## src/rtl/pq_push_arb.sv

```systemverilog
// Round-robin push arbiter, occupancy tracker and drain sequencer in front of a shared priority queue.
// Optional event counters and occupancy assertion are enabled with the PQ_ARB_STATS_EN macro.
module pq_push_arb #(
   parameter int N         = 4,
   parameter int CAPACITY  = 8,
   parameter int KEY_WIDTH = 8,
   parameter int VAL_WIDTH = 8,
   parameter int DW        = KEY_WIDTH + VAL_WIDTH,
   parameter int CW        = $clog2(CAPACITY + 1)
) (
   input  logic                 clk,
   input  logic                 rst,
   input  logic [N-1:0][DW-1:0] req_data,
   input  logic [N-1:0]         req_valid,
   output logic [N-1:0]         req_rdy,
   output logic [DW-1:0]        pq_idata,
   output logic                 pq_ivalid,
   input  logic                 pq_irdy,
   input  logic [DW-1:0]        pq_odata,
   input  logic                 pq_ovalid,
   output logic                 pq_ordy,
   output logic [DW-1:0]        cons_data,
   output logic                 cons_valid,
   input  logic                 cons_rdy,
   input  logic                 drain,
   output logic                 drain_done,
   output logic [CW-1:0]        count,
   output logic                 full,
   output logic                 empty
`ifdef PQ_ARB_STATS_EN
   ,
   output logic [31:0]          push_cnt,
   output logic [31:0]          pop_cnt
`endif
);

   localparam int PW = (N > 1) ? $clog2(N) : 1;

   typedef enum logic [1:0] {RUN, DRAIN, DONE} state_t;

   state_t        state, state_nxt;
   logic [PW-1:0] rr_ptr;
   logic [PW-1:0] gnt_idx;
   logic          any_req;
   logic          push_ok;
   logic          push_fire;
   logic          pop_fire;
   logic [CW-1:0] count_nxt;

   // Requester index at a given offset from base, wrapping modulo N.
   function automatic logic [PW-1:0] wrap_idx(input logic [PW-1:0] base, input int off);
      int s;
      s = int'(base) + off;
      if (s >= N) s = s - N;
      return PW'(s);
   endfunction

   assign pq_ordy    = cons_rdy;
   assign cons_data  = pq_odata;
   assign cons_valid = pq_ovalid;
   assign pop_fire   = pq_ovalid & pq_ordy;
   assign any_req    = |req_valid;

   // A pop in the same cycle frees a slot, so a full queue may still take a push.
   assign push_ok   = !rst & pq_irdy & (state == RUN) &
                      ((count < CW'(CAPACITY)) | pop_fire);
   assign pq_ivalid = push_ok & any_req;
   assign push_fire = pq_ivalid;
   assign pq_idata  = pq_ivalid ? req_data[gnt_idx] : '0;
   assign full      = (count == CW'(CAPACITY));
   assign empty     = (count == '0);

   always_comb begin
      gnt_idx = '0;
      for (int k = N - 1; k >= 0; k--) begin
         if (req_valid[wrap_idx(rr_ptr, k)]) gnt_idx = wrap_idx(rr_ptr, k);
      end
   end

   always_comb begin
      req_rdy = '0;
      if (any_req) req_rdy[gnt_idx] = push_ok;
   end

   always_comb begin
      count_nxt = count;
      if (push_fire && !pop_fire)      count_nxt = count + 1'b1;
      else if (!push_fire && pop_fire) count_nxt = count - 1'b1;
   end

   always_comb begin
      state_nxt = state;
      case (state)
         RUN: begin
            if (drain) state_nxt = (count == '0 && !push_fire) ? DONE : DRAIN;
         end
         DRAIN: begin
            if (!drain)                          state_nxt = RUN;
            else if (count == '0 && !pop_fire)   state_nxt = DONE;
         end
         DONE: begin
            if (!drain) state_nxt = RUN;
         end
         default: state_nxt = RUN;
      endcase
   end

   always_ff @(posedge clk) begin
      if (rst) begin
         state      <= RUN;
         rr_ptr     <= '0;
         count      <= '0;
         drain_done <= 1'b0;
      end else begin
         state      <= state_nxt;
         count      <= count_nxt;
         drain_done <= (state_nxt == DONE);
         if (push_fire) rr_ptr <= wrap_idx(gnt_idx, 1);
      end
   end

`ifdef PQ_ARB_STATS_EN
   always_ff @(posedge clk) begin
      if (rst) begin
         push_cnt <= '0;
         pop_cnt  <= '0;
      end else begin
         if (push_fire) push_cnt <= push_cnt + 32'd1;
         if (pop_fire)  pop_cnt  <= pop_cnt + 32'd1;
      end
   end

   always_ff @(posedge clk) begin
      if (!rst) begin
         assert (count <= CW'(CAPACITY));
         assert (!(pop_fire && !push_fire && count == '0));
      end
   end
`endif

endmodule
```

## config.mk

```make
export PLATFORM = sky130hd
export DESIGN_NAME = pq_push_arb
export DESIGN_NICKNAME = d
export VERILOG_FILES = /design/src/rtl/pq_push_arb.sv
export SDC_FILE = /design/constraint.sdc
export NUM_CORES = 1
export LEC_CHECK = 0
export CORE_MARGIN = 3
export CORE_UTILIZATION = 29
export CTS_CLUSTER_DIAMETER = 40
export DETAILED_ROUTE_END_ITERATION = 7
export PLACE_DENSITY = 0.9
export RECOVER_POWER = 50
export SKIP_LAST_GASP = 1
export SYNTH_ARGS = -nofsm -noshare
export SYNTH_HDL_FRONTEND = slang
export SYNTH_SLANG_ARGS = --single-unit
```

## constraint.sdc

```tcl
create_clock -name clk -period 3.15 [get_ports clk]
set_clock_uncertainty 0.05 [all_clocks]
set_input_delay 0.315 -clock clk [delete_from_list [all_inputs] [get_ports clk]]
set_output_delay 0.315 -clock clk [all_outputs]
set_load 0.005 [all_outputs]
```

## After elaboration in Yosys (flattened, before gate mapping)

Cells that the tools add are included.

- Flip-flop bits (word level): 9
- Latch bits: 0
- Memory bits (writable): 0
- Memory bits (read-only): 0
- Bits of input ports: 90
- Word-level logic and storage cells: 81
- Memories kept: 0

- $add $sub $neg: 11
- Multiply operators: 0
- Divide/modulo/power cells: 0
- Order comparisons: 12
- Eq/ne operators: 4
- Shift-type cells: 0
- Multiplexer cells: 31
- Bitwise gates (word level): 7
- Reductions and logical operators: 12

Operator list:

| operator | number |
|---|---|
| 16-bit binary-select mux with 2-bit select | 1 |
| 16-bit 2-to-1 mux | 2 |
| 2-bit 2-to-1 mux | 14 |
| 2-bit by 3-bit less-than comparator with 1-bit output, second input constant | 5 |
| 3-bit >= comparator, second input constant | 4 |
| 4-bit 2-to-1 mux | 3 |
| 2-bit by 1-bit subtractor with 2-bit output, second input constant | 5 |
| 1-bit binary-select mux with 2-bit select | 4 |
| 2-bit by 1-bit adder with 3-bit output, second input constant | 2 |
| 2-bit by 2-bit adder with 3-bit output, second input constant | 2 |
| 2-bit one-hot mux with 3 select lines | 1 |
| 1-bit bitwise AND | 5 |
| 1-bit logical AND | 5 |
| 1-bit 2-to-1 mux | 5 |
| 4-bit by 1-bit adder with 4-bit output, second input constant | 1 |
| 4-bit bitwise AND | 1 |
| 2-bit equality test, second input constant | 2 |
| 4-bit equality test, second input constant | 1 |
| 4-bit logical NOT | 1 |
| 4-bit less-than comparator, second input constant | 1 |
| 4-bit OR reduction | 1 |
| 4-bit by 1-bit subtractor with 4-bit output, second input constant | 1 |
| 2-bit by 3-bit >= comparator with 1-bit output, second input constant | 1 |
| 1-bit logical NOT | 3 |
| 6 further kinds | 6 |

## Logic depth before layout (Yosys ltp)

- Depth in word-level cells: 15
- Depth in mapped cells: 11
- Depth with buffers taken out: 10

## Least setup slack after synthesis

No wires, ideal clock.

- Kind: input-to-reg
- From: in rst
- To: reg count[3]
- Setup time: 70 ps
- Data arrival time: 2,441 ps
- Slack: 590 ps
- Stages on the path: 11
- Path buffers: 1
- Cells stage by stage: buf_2 > nor4b_4 > nor3b_4 > ha_1 > inv_1 > ha_1 > a21o_1 > a21oi_1 > xnor2_1 > or3_1 > a21oi_1

- Longest elaborated chain between the ends: 8

RTL lines:

| element | line | RTL |
|---|---|---|
| start, declared | 12 | `input logic rst,` |
| 1-bit logical NOT * | 65 | `assign push_ok = !rst & pq_irdy & (state == RUN) &` |
| 1-bit bitwise AND * (3 in a row) | 65 |  |
| 1-bit bitwise AND * | 67 | `assign pq_ivalid = push_ok & any_req;` |
| via pq_ivalid | 17 | `output logic pq_ivalid,` |
| 1-bit logical NOT | 88 | `else if (!push_fire && pop_fire) count_nxt = count - 1'b1;` |
| 1-bit logical AND | 88 |  |
| 2-bit nonzero test (no line) | -- |  |
| end signal, assigned | 116 | `count <= count_nxt;` |
| end, declared | 27 | `output logic [CW-1:0] count,` |

The timed path passes the listed nets; every way through them passes the cells marked *.
A chain may end at the register's enable or synchronous reset.

## Worst setup path in the final report

- From: in rst
- To: out pq_idata[11]

- Longest elaborated chain between the ends: 6

RTL lines:

| element | line | RTL |
|---|---|---|
| 1-bit logical NOT | 65 |  |
| 1-bit bitwise AND (3 in a row) | 65 |  |
| 1-bit bitwise AND | 67 |  |
| 16-bit 2-to-1 mux | 69 | `assign pq_idata = pq_ivalid ? req_data[gnt_idx] : '0;` |
| end, declared | 16 | `output logic [DW-1:0] pq_idata,` |

No other way between the ends.

==> metrics.csv <==
stage;metric;value;unit
status;outcome;complete, no violations;
worst_setup_path;critical path type;input port to output port;
floorplan;Initial Utilization;31.3;%
sta;max-slew violation count;0;
placement;DP Worst Slack;0.0530;ns
grt;vias in the first global route;1425;
synthesis;number of synthesized flops with an enable pin;0;
placement;global placement routability congestion;0.775;
synthesis;Unique masters post-synth;35;
grt;initial antenna violation count;0;
cells_and_area;area of the multi-input gates;947;sq um
cells_and_area;Reg area;180;sq um
power_and_ir_drop;leakage;0.000912;uW
placement;DP Wirelength;3800;um
grt;GRT Total Usage;15.9;%
grt;pin count of the biggest net entering global routing;18;
routing;drt drc;0;
worst_setup_path;Worst EP arrival;2.65;ns
sta;Setup TNS Final;0;ns
power_and_ir_drop;worst vdd ir;224;uV
floorplan;Die Width;73.1;um
synthesis;synthesized instance count;145;
worst_setup_path;maximum fanout along the worst path;11;
worst_setup_path;Critical Path Sink Type;output port;
routing;Antenna Violating Nets Remaining;0;
sta;RSZ-0062 raised after global routing;no;
floorplan;Site Rows;23;
worst_setup_path;startpoint types;input port;
cells_and_area;share of layout cells above drive strength 1;11.8;%
floorplan;Ports;136;
cts;Skew-Pair Late Insertion Delay;0.23;ns
cts;CTS Buf Count;3;
sta;slew margin rel.;60.0;%
synthesis;post-synthesis sequential area ratio;13.8;%
sta;period utilisation layout;95.8;%
floorplan;die area;5340;sq um
cts;CTS root buffer;clkbuf_8;
worst_hold_path;Hold/Removal Path Class;register to register;
cts;H-tree Lvls;1;
routing;DR vias;1405;
cts;Sinks on Clock Net;9;
cts;Reg clk slew, reported paths;0.05;ns
routing;Avg WL per Cell;15.4;um
cells_and_area;Syn-to-layout area delta;81.2;%
synthesis;Synth Net Count;243;
cts;TritonCTS clock tree;yes;
routing;WL final;4420;um
sta;Final Hold Vio Count;0;
cells_and_area;most common cell after layout, fill and taps aside;clkdlybuf4s50_1;
synthesis;Yosys warning count;0;
flow_run;max_cap viols;0;
synthesis;Syn Area/Cell;9.00;sq um
cells_and_area;Ant. Diodes;0;
floorplan;Die Height;73.1;um
floorplan;Core Area;4170;sq um
synthesis;Top FF cell, synth;dfxtp_1;
sta;FMAX;331;MHz
synthesis;FFs w/ async S/R, synth;0;%
cells_and_area;# fillers;378;
sta;final worst path period need;3.02;ns
grt;grt ovf;0;
cts;CTS Buffer Depth;2;
cts;post-CTS sizing;0;
routing;DR vias/cell;4.90;
synthesis;#FFs+latches synth;9;
sta;setup violators final;0;
worst_setup_path;CP required;2.78;ns
routing;Iter 0 DRT Violations;28;
placement;IO buf count;103;
cells_and_area;utilization after layout;56.7;%
sta;final setup margin;0.131;ns
cells_and_area;commonest cells after routing, fill and taps aside;clkdlybuf4s50_1 (95), mux2i_1 (35), buf_4 (11);
routing;1st-pass router iterations;4;
grt;first-pass GRT wire length;6760;um
synthesis;cell area after synthesis;1310;sq um
power_and_ir_drop;pwr/cell area;354;nW/um^2
cells_and_area;nets;336;
sta;Slew @ Worst Pin;0.595;ns
-- cell families after synthesis --
group	share of synthesized area (%)
AO/OA/AOI/OAI	19.0
XOR/XNOR	2.01
adder cells (fa/ha/maj)	8.25
buffers and inverters	15.0
flip-flops	13.8
multiplexers	26.8
AND/OR/NAND/NOR	15.1
-- per-layer routing --
metal | vias up | GRT usage, % | wire length, um
li1 | 696 | - | -
met1 | 639 | 17.9 | 1670
met2 | 59 | 29.3 | 2290
met3 | 11 | 4.55 | 403
met4 | 0 | 3.69 | 57
met5 | - | 0 | 0
-- cell usage after synthesis, types with 2 or more instances --
| cell | instances | area share (%) |
|---|---|---|
| o22ai_1 | 6 | 2.9 |
| inv_1 | 4 | 1.2 |
| nor2_1 | 9 | 2.6 |
| xnor2_1 | 2 | 1.3 |
| nand2_1 | 3 | 0.86 |
| buf_4 | 18 | 10 |
| ha_1 | 7 | 6.7 |
| mux2i_1 | 35 | 27 |
| or3_1 | 2 | 0.96 |
| dfxtp_1 | 9 | 14 |
| buf_2 | 6 | 2.3 |
| o22ai_2 | 10 | 9.6 |
| a21oi_1 | 7 | 2.7 |
| nand2b_1 | 2 | 0.96 |
| and2_1 | 4 | 1.9 |
| nor4_1 | 2 | 0.96 |
-- repair_timing --
item                                    4_1_cts  5_1_grt
buffers inserted                              0        2
endpoints found under the setup margin        0       11
hold buffers                                  0        0
-- path summary, 6_finish.rpt --
kind / to / start / slack [ns] / depth (start not counted)
max: pq_idata[11] / rst / 0.13 / 7
min: state[0] / state[1] / 0.47 / 1
max reg2reg: count[3] / count[3] / 0.45 / 12
min reg2reg: state[0] / state[1] / 0.47 / 1
-- worst max-delay path, stage by stage --
cell and delay, ns:
clkdlybuf4s50_1 0.50, nor4b_4 0.26, nor3b_4 0.22, or4b_1 0.48, buf_4 0.22, o22ai_2 0.11
clkdlybuf4s50_1 0.54
-- final cells by class --
| type | instances | share of cell area (%) |
|---|---|---|
| inverters | 4 | 0.635 |
| clock inverters | 1 | 0.212 |
| flip-flops and latches | 9 | 7.62 |
| clock buffers | 3 | 1.75 |
| repair buffers | 114 | 47.1 |
| well taps | 50 | 2.65 |
| multi-input cells | 106 | 40.1 |
-- sequential cells by signal, indices dropped and copies added, names as in the netlist --
name        count
rr_ptr          2
drain_done      1
count           4
state           2
-- stage by stage --
stage	cell area, sq um	power [uW]	std cells	hold slack, ns
after floorplan	1310	461	145	0.430
after global placement	2300	699	281	0.449
after detailed placement	2300	715	281	0.466
after CTS	2350	852	285	0.475
after global routing	2360	903	287	0.495
final	2360	838	287	0.471
-- where the power goes --
part           switching (uW)  total, uW  internal, uW  leakage [uW]
combinational             204        529           325      0.000813
sequential               35.1        175           140     0.0000740
clock                    48.2        135          86.4     0.0000255
total                     287        838           551      0.000912
(Power assumes the default switching activity.)
